--- src/rtl/inst_fetcher_pkg.sv ---
// Shared widths, FSM encodings and queue entry type
// for the instruction fetcher.
package inst_fetcher_pkg;

   localparam int InstWidth = 32;
   localparam int AddrWidth = 32;

   localparam logic [0:0] StIdle = 1'b0;
   localparam logic [0:0] StWait = 1'b1;

   typedef struct packed {
      logic [InstWidth-1:0] inst;
      logic [AddrWidth-1:0] pc;
   } q_entry_t;

   function automatic logic [AddrWidth-1:0] next_pc(
      input logic [AddrWidth-1:0] pc
   );
      return pc + AddrWidth'(4);
   endfunction

endpackage

--- src/rtl/inst_fetcher_if.sv ---
// Memory-controller and decoder handshake bundle.
// master = fetcher side, slave = environment side.
interface inst_fetcher_if;
   import inst_fetcher_pkg::*;

   logic                 fetch_req;
   logic [AddrWidth-1:0] fetch_addr;
   logic                 mc_done;
   logic [InstWidth-1:0] mc_inst;
   logic                 dec_valid;
   logic [InstWidth-1:0] dec_inst;
   logic [AddrWidth-1:0] dec_pc;
   logic                 dec_ready;

   modport master (
      output fetch_req, fetch_addr,
      input  mc_done, mc_inst,
      output dec_valid, dec_inst, dec_pc,
      input  dec_ready
   );

   modport slave (
      input  fetch_req, fetch_addr,
      output mc_done, mc_inst,
      input  dec_valid, dec_inst, dec_pc,
      output dec_ready
   );

endinterface

--- src/rtl/inst_fetcher_queue.sv ---
// Instruction queue: circular buffer of {inst, pc}.
// Head data reads as zero while empty.
module inst_queue
   import inst_fetcher_pkg::*;
#(
   parameter int QUEUE_DEPTH = 16
) (
   input  logic     clk,
   input  logic     rst,
   input  logic     push,
   input  logic     pop,
   input  logic     flush,
   input  q_entry_t wdata,
   output q_entry_t data,
   output logic     full,
   output logic     empty
);

   localparam int PW = $clog2(QUEUE_DEPTH);
   localparam logic [PW:0] One = (PW+1)'(1);

   q_entry_t    mem_q [QUEUE_DEPTH];
   q_entry_t    mem_d [QUEUE_DEPTH];
   logic [PW:0] wr_q, wr_d;
   logic [PW:0] rd_q, rd_d;

   always_comb begin
      mem_d = mem_q;
      wr_d  = wr_q;
      rd_d  = rd_q;
      if (flush) begin
         wr_d = '0;
         rd_d = '0;
      end else begin
         if (push) begin
            mem_d[wr_q[PW-1:0]] = wdata;
            wr_d = wr_q + One;
         end
         if (pop) rd_d = rd_q + One;
      end
   end

   always_ff @(posedge clk or negedge rst) begin
      if (!rst) begin
         mem_q <= '{default: '0};
         wr_q  <= '0;
         rd_q  <= '0;
      end else begin
         mem_q <= mem_d;
         wr_q  <= wr_d;
         rd_q  <= rd_d;
      end
   end

   // Extra pointer bit separates full from empty.
   assign empty = (wr_q == rd_q);
   assign full  = (wr_q[PW] != rd_q[PW]) &&
                  (wr_q[PW-1:0] == rd_q[PW-1:0]);
   assign data  = empty ? '0 : mem_q[rd_q[PW-1:0]];

endmodule

--- src/rtl/inst_fetcher.sv ---
// Instruction fetcher: PC register, IDLE/WAIT fetch FSM
// and an instruction queue feeding the decoder.
module inst_fetcher
   import inst_fetcher_pkg::*;
#(
   parameter int                   QUEUE_DEPTH = 16,
   parameter logic [AddrWidth-1:0] RESET_PC    = 32'h0000_0000
) (
   input  logic                 clk,
   input  logic                 rst,
   input  logic                 rdy,
   input  logic                 clr,
   input  logic [AddrWidth-1:0] clr_pc,
   inst_fetcher_if.master       bus
);

   logic [0:0]           state_q, state_d;
   logic [AddrWidth-1:0] pc_q, pc_d;
   logic                 push, pop, flush;
   logic                 full, empty;
   q_entry_t             wdata, head;

   always_comb begin
      state_d = state_q;
      pc_d    = pc_q;
      push    = 1'b0;
      pop     = 1'b0;
      flush   = 1'b0;
      if (rdy) begin
         // Redirect wins over any completion or pop.
         if (clr) begin
            flush   = 1'b1;
            pc_d    = clr_pc;
            state_d = StIdle;
         end else begin
            pop = !empty && bus.dec_ready;
            unique case (1'b1)
               (state_q == StIdle): begin
                  if (!full) state_d = StWait;
               end
               (state_q == StWait): begin
                  if (bus.mc_done) begin
                     push    = 1'b1;
                     pc_d    = next_pc(pc_q);
                     state_d = StIdle;
                  end
               end
               default: ;
            endcase
         end
      end
   end

   always_ff @(posedge clk or negedge rst) begin
      if (!rst) begin
         state_q <= StIdle;
         pc_q    <= RESET_PC;
      end else begin
         state_q <= state_d;
         pc_q    <= pc_d;
      end
   end

   assign wdata.inst = bus.mc_inst;
   assign wdata.pc   = pc_q;

   inst_queue #(
      .QUEUE_DEPTH (QUEUE_DEPTH)
   ) u_queue (
      .clk   (clk),
      .rst   (rst),
      .push  (push),
      .pop   (pop),
      .flush (flush),
      .wdata (wdata),
      .data  (head),
      .full  (full),
      .empty (empty)
   );

   assign bus.fetch_req  = (state_q == StWait);
   assign bus.fetch_addr = bus.fetch_req ? pc_q : '0;
   assign bus.dec_valid  = !empty;
   assign bus.dec_inst   = head.inst;
   assign bus.dec_pc     = head.pc;

endmodule

--- src/flat_wrapper.sv ---
// flat-port wrapper written by rule: the top's interface ports become plain ports
module inst_fetcher_flat import inst_fetcher_pkg::*;
#(
   parameter int                   QUEUE_DEPTH = 16,
   parameter logic [AddrWidth-1:0] RESET_PC    = 32'h0000_0000
)
  (clk, rst, rdy, clr, clr_pc, bus_fetch_req, bus_fetch_addr, bus_mc_done, bus_mc_inst, bus_dec_valid, bus_dec_inst, bus_dec_pc, bus_dec_ready);
  inst_fetcher_if bus_i ();
  input  logic clk;
  input  logic rst;
  input  logic rdy;
  input  logic clr;
  input  logic [AddrWidth-1:0] clr_pc;
  output wire logic [$bits(bus_i.fetch_req)-1:0] bus_fetch_req;
  output wire logic [$bits(bus_i.fetch_addr)-1:0] bus_fetch_addr;
  input wire logic [$bits(bus_i.mc_done)-1:0] bus_mc_done;
  input wire logic [$bits(bus_i.mc_inst)-1:0] bus_mc_inst;
  output wire logic [$bits(bus_i.dec_valid)-1:0] bus_dec_valid;
  output wire logic [$bits(bus_i.dec_inst)-1:0] bus_dec_inst;
  output wire logic [$bits(bus_i.dec_pc)-1:0] bus_dec_pc;
  input wire logic [$bits(bus_i.dec_ready)-1:0] bus_dec_ready;
  assign bus_fetch_req = bus_i.fetch_req;
  assign bus_fetch_addr = bus_i.fetch_addr;
  assign bus_i.mc_done = bus_mc_done;
  assign bus_i.mc_inst = bus_mc_inst;
  assign bus_dec_valid = bus_i.dec_valid;
  assign bus_dec_inst = bus_i.dec_inst;
  assign bus_dec_pc = bus_i.dec_pc;
  assign bus_i.dec_ready = bus_dec_ready;
  inst_fetcher #(.QUEUE_DEPTH(QUEUE_DEPTH), .RESET_PC(RESET_PC)) u_core (.clk(clk), .rst(rst), .rdy(rdy), .clr(clr), .clr_pc(clr_pc), .bus(bus_i));
endmodule
--- config.mk ---
export PLATFORM = sky130hd
export DESIGN_NAME = inst_fetcher_flat
export DESIGN_NICKNAME = d
export VERILOG_FILES = /design/src/rtl/inst_fetcher_pkg.sv /design/src/rtl/inst_fetcher_if.sv /design/src/rtl/inst_fetcher_queue.sv /design/src/rtl/inst_fetcher.sv /design/src/flat_wrapper.sv
export SDC_FILE = /design/constraint.sdc
export NUM_CORES = 2
export LEC_CHECK = 0
export ABC_AREA = 1
export BUFFER_PORTS_ARGS = -buffer_cell sky130_fd_sc_hd__buf_4
export CAP_MARGIN = 40
export CORE_AREA = 8 8 332 334
export CTS_CLUSTER_DIAMETER = 150
export CTS_CLUSTER_SIZE = 8
export DETAILED_ROUTE_END_ITERATION = 7
export DIE_AREA = 0 0 340 342
export PLACE_DENSITY = 0.66
export SLEW_MARGIN = 20
export SYNTH_ARGS = -nofsm -noshare
export SYNTH_HDL_FRONTEND = slang
export SYNTH_SLANG_ARGS = --single-unit
--- constraint.sdc ---
create_clock -name clk -period 4 [get_ports clk]
set_input_delay 0.8 -clock clk [delete_from_list [all_inputs] [get_ports clk]]
set_output_delay 0.8 -clock clk [all_outputs]
set_load 0.005 [all_outputs]
==> metrics.txt <==
# TYPE chip_impl_metric gauge
chip_impl_metric{name="grt_pass1_vias",unit=""} 41500
chip_impl_metric{name="placedInstanceArea",unit="sq um"} 51900
chip_impl_info{name="primary_ff_master_synth",value="sky130_fd_sc_hd__dfrtp_1"} 1
chip_impl_metric{name="power.static_leakage",unit="nW"} 26.5
chip_impl_metric{name="detail_route.wl_per_cell",unit="microns"} 20.1
chip_impl_metric{name="finalHoldViolations",unit=""} 0
chip_impl_metric{name="avg_vias_per_cell",unit=""} 5.61
chip_impl_metric{name="core",unit="sq um"} 105000
chip_impl_metric{name="fin_area",unit="sq um"} 56300
chip_impl_metric{name="bufs_and_invs_on_worst_path",unit=""} 3
chip_impl_metric{name="layout-drive-gt1-share",unit="%"} 8.47
chip_impl_metric{name="cp_data_arrival_time",unit="ns"} 3.13
chip_impl_info{name="cts_tree",value="built"} 1
chip_impl_metric{name="final_setup_tns",unit="ns"} 0
chip_impl_metric{name="syn-num-nets",unit=""} 6445
chip_impl_metric{name="timing.final.crit_share",unit="%"} 98.4
chip_impl_metric{name="h-tree-depth",unit=""} 4
chip_impl_metric{name="die_width",unit="microns"} 340
chip_impl_info{name="synthMostInstantiatedCell",value="sky130_fd_sc_hd__nand2_1"} 1
chip_impl_metric{name="syn-instance-count",unit=""} 6369
chip_impl_metric{name="fmax",unit="GHz"} 0.254
chip_impl_metric{name="syn-cell-area",unit="sq um"} 50000
chip_impl_metric{name="p_per_area",unit="nW/um^2"} 626
chip_impl_metric{name="overflow",unit=""} 0
chip_impl_info{name="status",value="finished, final reports clean"} 1
chip_impl_metric{name="critical_path.max_fanout",unit=""} 36
chip_impl_metric{name="maxCapViolations",unit=""} 0
chip_impl_metric{name="fill_cells",unit=""} 9676
chip_impl_info{name="crit_family",value="buffers and inverters"} 1
chip_impl_metric{name="count_of_flip_flops_with_a_built_in_enable_after_synthesis",unit=""} 0
chip_impl_metric{name="timing_worst_slew_pin_value",unit="ns"} 0.870
chip_impl_metric{name="dieArea",unit="sq um"} 116000
chip_impl_metric{name="worst_setup_hold_path_clk_slew",unit="ns"} 0.05
chip_impl_metric{name="number_of_nets_in_the_finished_design",unit=""} 6374
chip_impl_metric{name="synth_seq_cells",unit=""} 1067
chip_impl_info{name="cp-start-kind",value="flop"} 1
chip_impl_info{name="post_synth_main_area_contributors",value="sky130_fd_sc_hd__dfrtp_1 (53%), sky130_fd_sc_hd__nand2_1 (13%), sky130_fd_sc_hd__o21ai_0 (10%)"} 1
chip_impl_metric{name="fraction_of_synthesized_cell_area_taken_by_the_top_area_cell_type",unit="%"} 53.5
chip_impl_metric{name="global_route_wire_length_before_repair",unit="mm"} 242
chip_impl_info{name="netlist_top_cells_count",value="sky130_fd_sc_hd__nand2_1 (1737), sky130_fd_sc_hd__dfrtp_1 (1067), sky130_fd_sc_hd__o21ai_0 (1048)"} 1
chip_impl_metric{name="final_util",unit="%"} 53.8
chip_impl_metric{name="drt_first_pass_iters",unit=""} 8
chip_impl_metric{name="area_growth",unit="%"} 12.7
chip_impl_metric{name="detail-route-antenna-nets",unit=""} 0
chip_impl_metric{name="port_buffers",unit=""} 167
chip_impl_metric{name="period_needed",unit="ns"} 3.93
chip_impl_metric{name="grt.total_usage",unit="%"} 25.9
chip_impl_metric{name="critical-path-max-stage-delay",unit="ns"} 0.72
chip_impl_metric{name="io_pins",unit=""} 168
chip_impl_metric{name="place.gp.congestion",unit=""} 0.844
chip_impl_info{name="hold_path.class",value="input port to async pin"} 1
chip_impl_info{name="timing_worst_setup_path_type",value="flop to output pin"} 1
chip_impl_metric{name="postCtsHoldBufs",unit=""} 0
chip_impl_metric{name="total_power_consumption_of_the_routed_design",unit="mW"} 35.3
chip_impl_metric{name="pin_count_of_the_biggest_net_entering_global_routing",unit=""} 179
chip_impl_metric{name="clkLatencyLatePin",unit="ns"} 0.74
chip_impl_metric{name="timing.clock.skew",unit="ns"} 0.0184
chip_impl_info{name="worst_setup_path_end_kind",value="output pin"} 1
chip_impl_metric{name="diodes",unit=""} 0
chip_impl_metric{name="yosysWarnings",unit=""} 0
chip_impl_info{name="timing.critical_path.slowest_stage_cell",value="sky130_fd_sc_hd__buf_4"} 1
chip_impl_metric{name="cts_inserted_buffers",unit=""} 151
chip_impl_info{name="timing.critical_path.cells",value="buf_4 > buf_4 > nand3_1 > nand3_1 > a21oi_1 > buf_4"} 1
chip_impl_metric{name="setup.reg_to_reg.worst_slack",unit="ns"} 1.32
chip_impl_metric{name="dieHeight",unit="microns"} 342
chip_impl_metric{name="dr.first_iter.drc_count",unit=""} 4914
chip_impl_metric{name="ys_seq_area_share",unit="%"} 53.5
chip_impl_metric{name="max-clock-path-buffers",unit=""} 3
chip_impl_metric{name="maxSlewHeadroom",unit="%"} 42.0
chip_impl_info{name="critical-path-top-cell-by-count",value="sky130_fd_sc_hd__buf_4"} 1
chip_impl_metric{name="initial_core_util",unit="%"} 47.7
chip_impl_metric{name="detailroute.via_count",unit=""} 43300
chip_impl_metric{name="antenna_found_initial",unit=""} 2
chip_impl_info{name="r2r_start",value="u_core.u_queue.wr_q[2]"} 1
chip_impl_metric{name="synth.distinct_cells",unit=""} 32
chip_impl_metric{name="count_of_clock_tree_sinks",unit=""} 1067
chip_impl_metric{name="synth.avg_cell_area",unit="sq um"} 7.84
chip_impl_metric{name="hpwl_detailed",unit="mm"} 84.0
chip_impl_metric{name="final_max_slew_viol_count",unit=""} 0
chip_impl_metric{name="vdd_drop_max",unit="mV"} 0.619
chip_impl_metric{name="rows",unit=""} 119
chip_impl_metric{name="async_reset_ff_share",unit="%"} 100
chip_impl_metric{name="timing.critical_path.required",unit="ns"} 3.20
chip_impl_info{name="critical_path.reg2reg.endpoint",value="u_core.u_queue.mem_q[695]"} 1
chip_impl_metric{name="timing.reg2reg.worst_path_depth",unit=""} 6
chip_impl_metric{name="remaining_drc_errors",unit=""} 0
chip_impl_info{name="clk_root_buffer_cell",value="sky130_fd_sc_hd__clkbuf_16"} 1
chip_impl_info{name="yosysTopAreaCell",value="sky130_fd_sc_hd__dfrtp_1"} 1
chip_impl_metric{name="detail_route.wirelength",unit="mm"} 155
chip_impl_metric{name="setup_viol",unit=""} 0
worst reg2reg max path: cells and delay by family, from the launching register on:
kind	cells	cell delay (ns)
flip-flops	1	0.43
AO/OA/AOI/OAI	1	0.07
AND/OR/NAND/NOR	3	1.32
buffers and inverters	2	0.70
layer usage:
layer / GRT usage (%) / routed length, microns / vias up
met5: 0 / 0 / -
met4: 7.97 / 3910 / 0
met3: 4.14 / 11800 / 252
met2: 41.2 / 70500 / 1728
met1: 36.6 / 68500 / 20900
li1: - / - / 20400
worst max path at each step:
| stage | end | slack, ns | depth (start not counted) | from |
|---|---|---|---|---|
| after floorplan | bus_dec_inst[0] | 1.71 | 11 | u_core.u_queue.rd_q[0] |
| after global placement | bus_dec_pc[8] | 0.62 | 10 | u_core.u_queue.rd_q[0] |
| after detailed placement | bus_dec_inst[9] | 0.66 | 10 | u_core.u_queue.rd_q[0] |
| after CTS | bus_dec_pc[8] | -0.09 | 11 | u_core.u_queue.rd_q[0] |
| after global routing | bus_dec_inst[28] | -0.003 | 11 | u_core.u_queue.rd_q[0] |
| final | bus_dec_pc[31] | 0.07 | 6 | u_core.u_queue.rd_q[2] |
where the power goes:
group	internal, mW	leakage, nW	switching [mW]	total (mW)
combinational	3.74	9.90	7.51	11.2
sequential	11.9	14.6	0.706	12.6
clock	6.80	1.99	4.65	11.4
registers in the layout, indices dropped and copies added (netlist names):
name	count
u_core.u_queue.wr_q	5
u_core.pc_q	32
u_core.bus.fetch_req	1
u_core.u_queue.rd_q	5
u_core.u_queue.mem_q	1024
cell usage in the layout (no fill, tap or decap), types with 2 or more instances in the layout:
cell,n
sky130_fd_sc_hd__a21oi_1,76
sky130_fd_sc_hd__a21oi_2,6
sky130_fd_sc_hd__buf_12,45
sky130_fd_sc_hd__buf_16,5
sky130_fd_sc_hd__buf_4,231
sky130_fd_sc_hd__buf_6,9
sky130_fd_sc_hd__buf_8,3
sky130_fd_sc_hd__clkbuf_1,3
sky130_fd_sc_hd__clkbuf_16,157
sky130_fd_sc_hd__clkinv_2,2
sky130_fd_sc_hd__clkinv_8,8
sky130_fd_sc_hd__dfrtp_1,1064
sky130_fd_sc_hd__dfrtp_4,3
sky130_fd_sc_hd__ha_1,6
sky130_fd_sc_hd__inv_1,189
sky130_fd_sc_hd__inv_16,5
sky130_fd_sc_hd__inv_2,4
sky130_fd_sc_hd__inv_4,3
sky130_fd_sc_hd__nand2_1,1736
sky130_fd_sc_hd__nand3_1,235
sky130_fd_sc_hd__nand3_4,7
sky130_fd_sc_hd__nand4_1,13
sky130_fd_sc_hd__nor2_1,916
sky130_fd_sc_hd__nor2_4,2
sky130_fd_sc_hd__nor3_1,4
sky130_fd_sc_hd__o21ai_0,1048
sky130_fd_sc_hd__o21ai_1,482
sky130_fd_sc_hd__o21ai_2,40
sky130_fd_sc_hd__o22ai_1,2
stage by stage:
stage	setup slack [ns]	hold slack [ns]	cells
2_1_floorplan	1.71	0.448	6369
3_5_place_dp	0.657	0.467	7525
6_report	0.0652	0.0841	7706
4_1_cts	-0.0909	0.0733	7695
3_3_place_gp	0.617	0.460	7524
5_1_grt	-0.00252	0.105	7706
cells by family after synthesis:
kind of cell	count (synthesis)	synth area share [%]
adder cells (fa/ha/maj)	6	0.150
AO/OA/AOI/OAI	1657	16.9
buffers and inverters	721	6.75
flip-flops	1067	53.5
XOR/XNOR	1	0.0175
AND/OR/NAND/NOR	2917	22.7
what timing repair did:
| action | 4_1_cts | 5_1_grt |
|---|---|---|
| gates cloned | 0 | 3 |
| resized for setup | 5 | 16 |
| endpoints found under the setup margin | 19 | 44 |
| buffers inserted | 0 | 5 |
layout make-up:
class	instances	area [sq um]	area share (%)
inverters	201	793	1.41
well taps	1391	1740	3.09
repair buffers	296	2990	5.32
flip-flops and latches	1067	26700	47.5
multi-input cells	4581	20000	35.5
clock inverters	13	210	0.373
clock buffers	157	3860	6.87
Power figures use the tool's default switching activity.
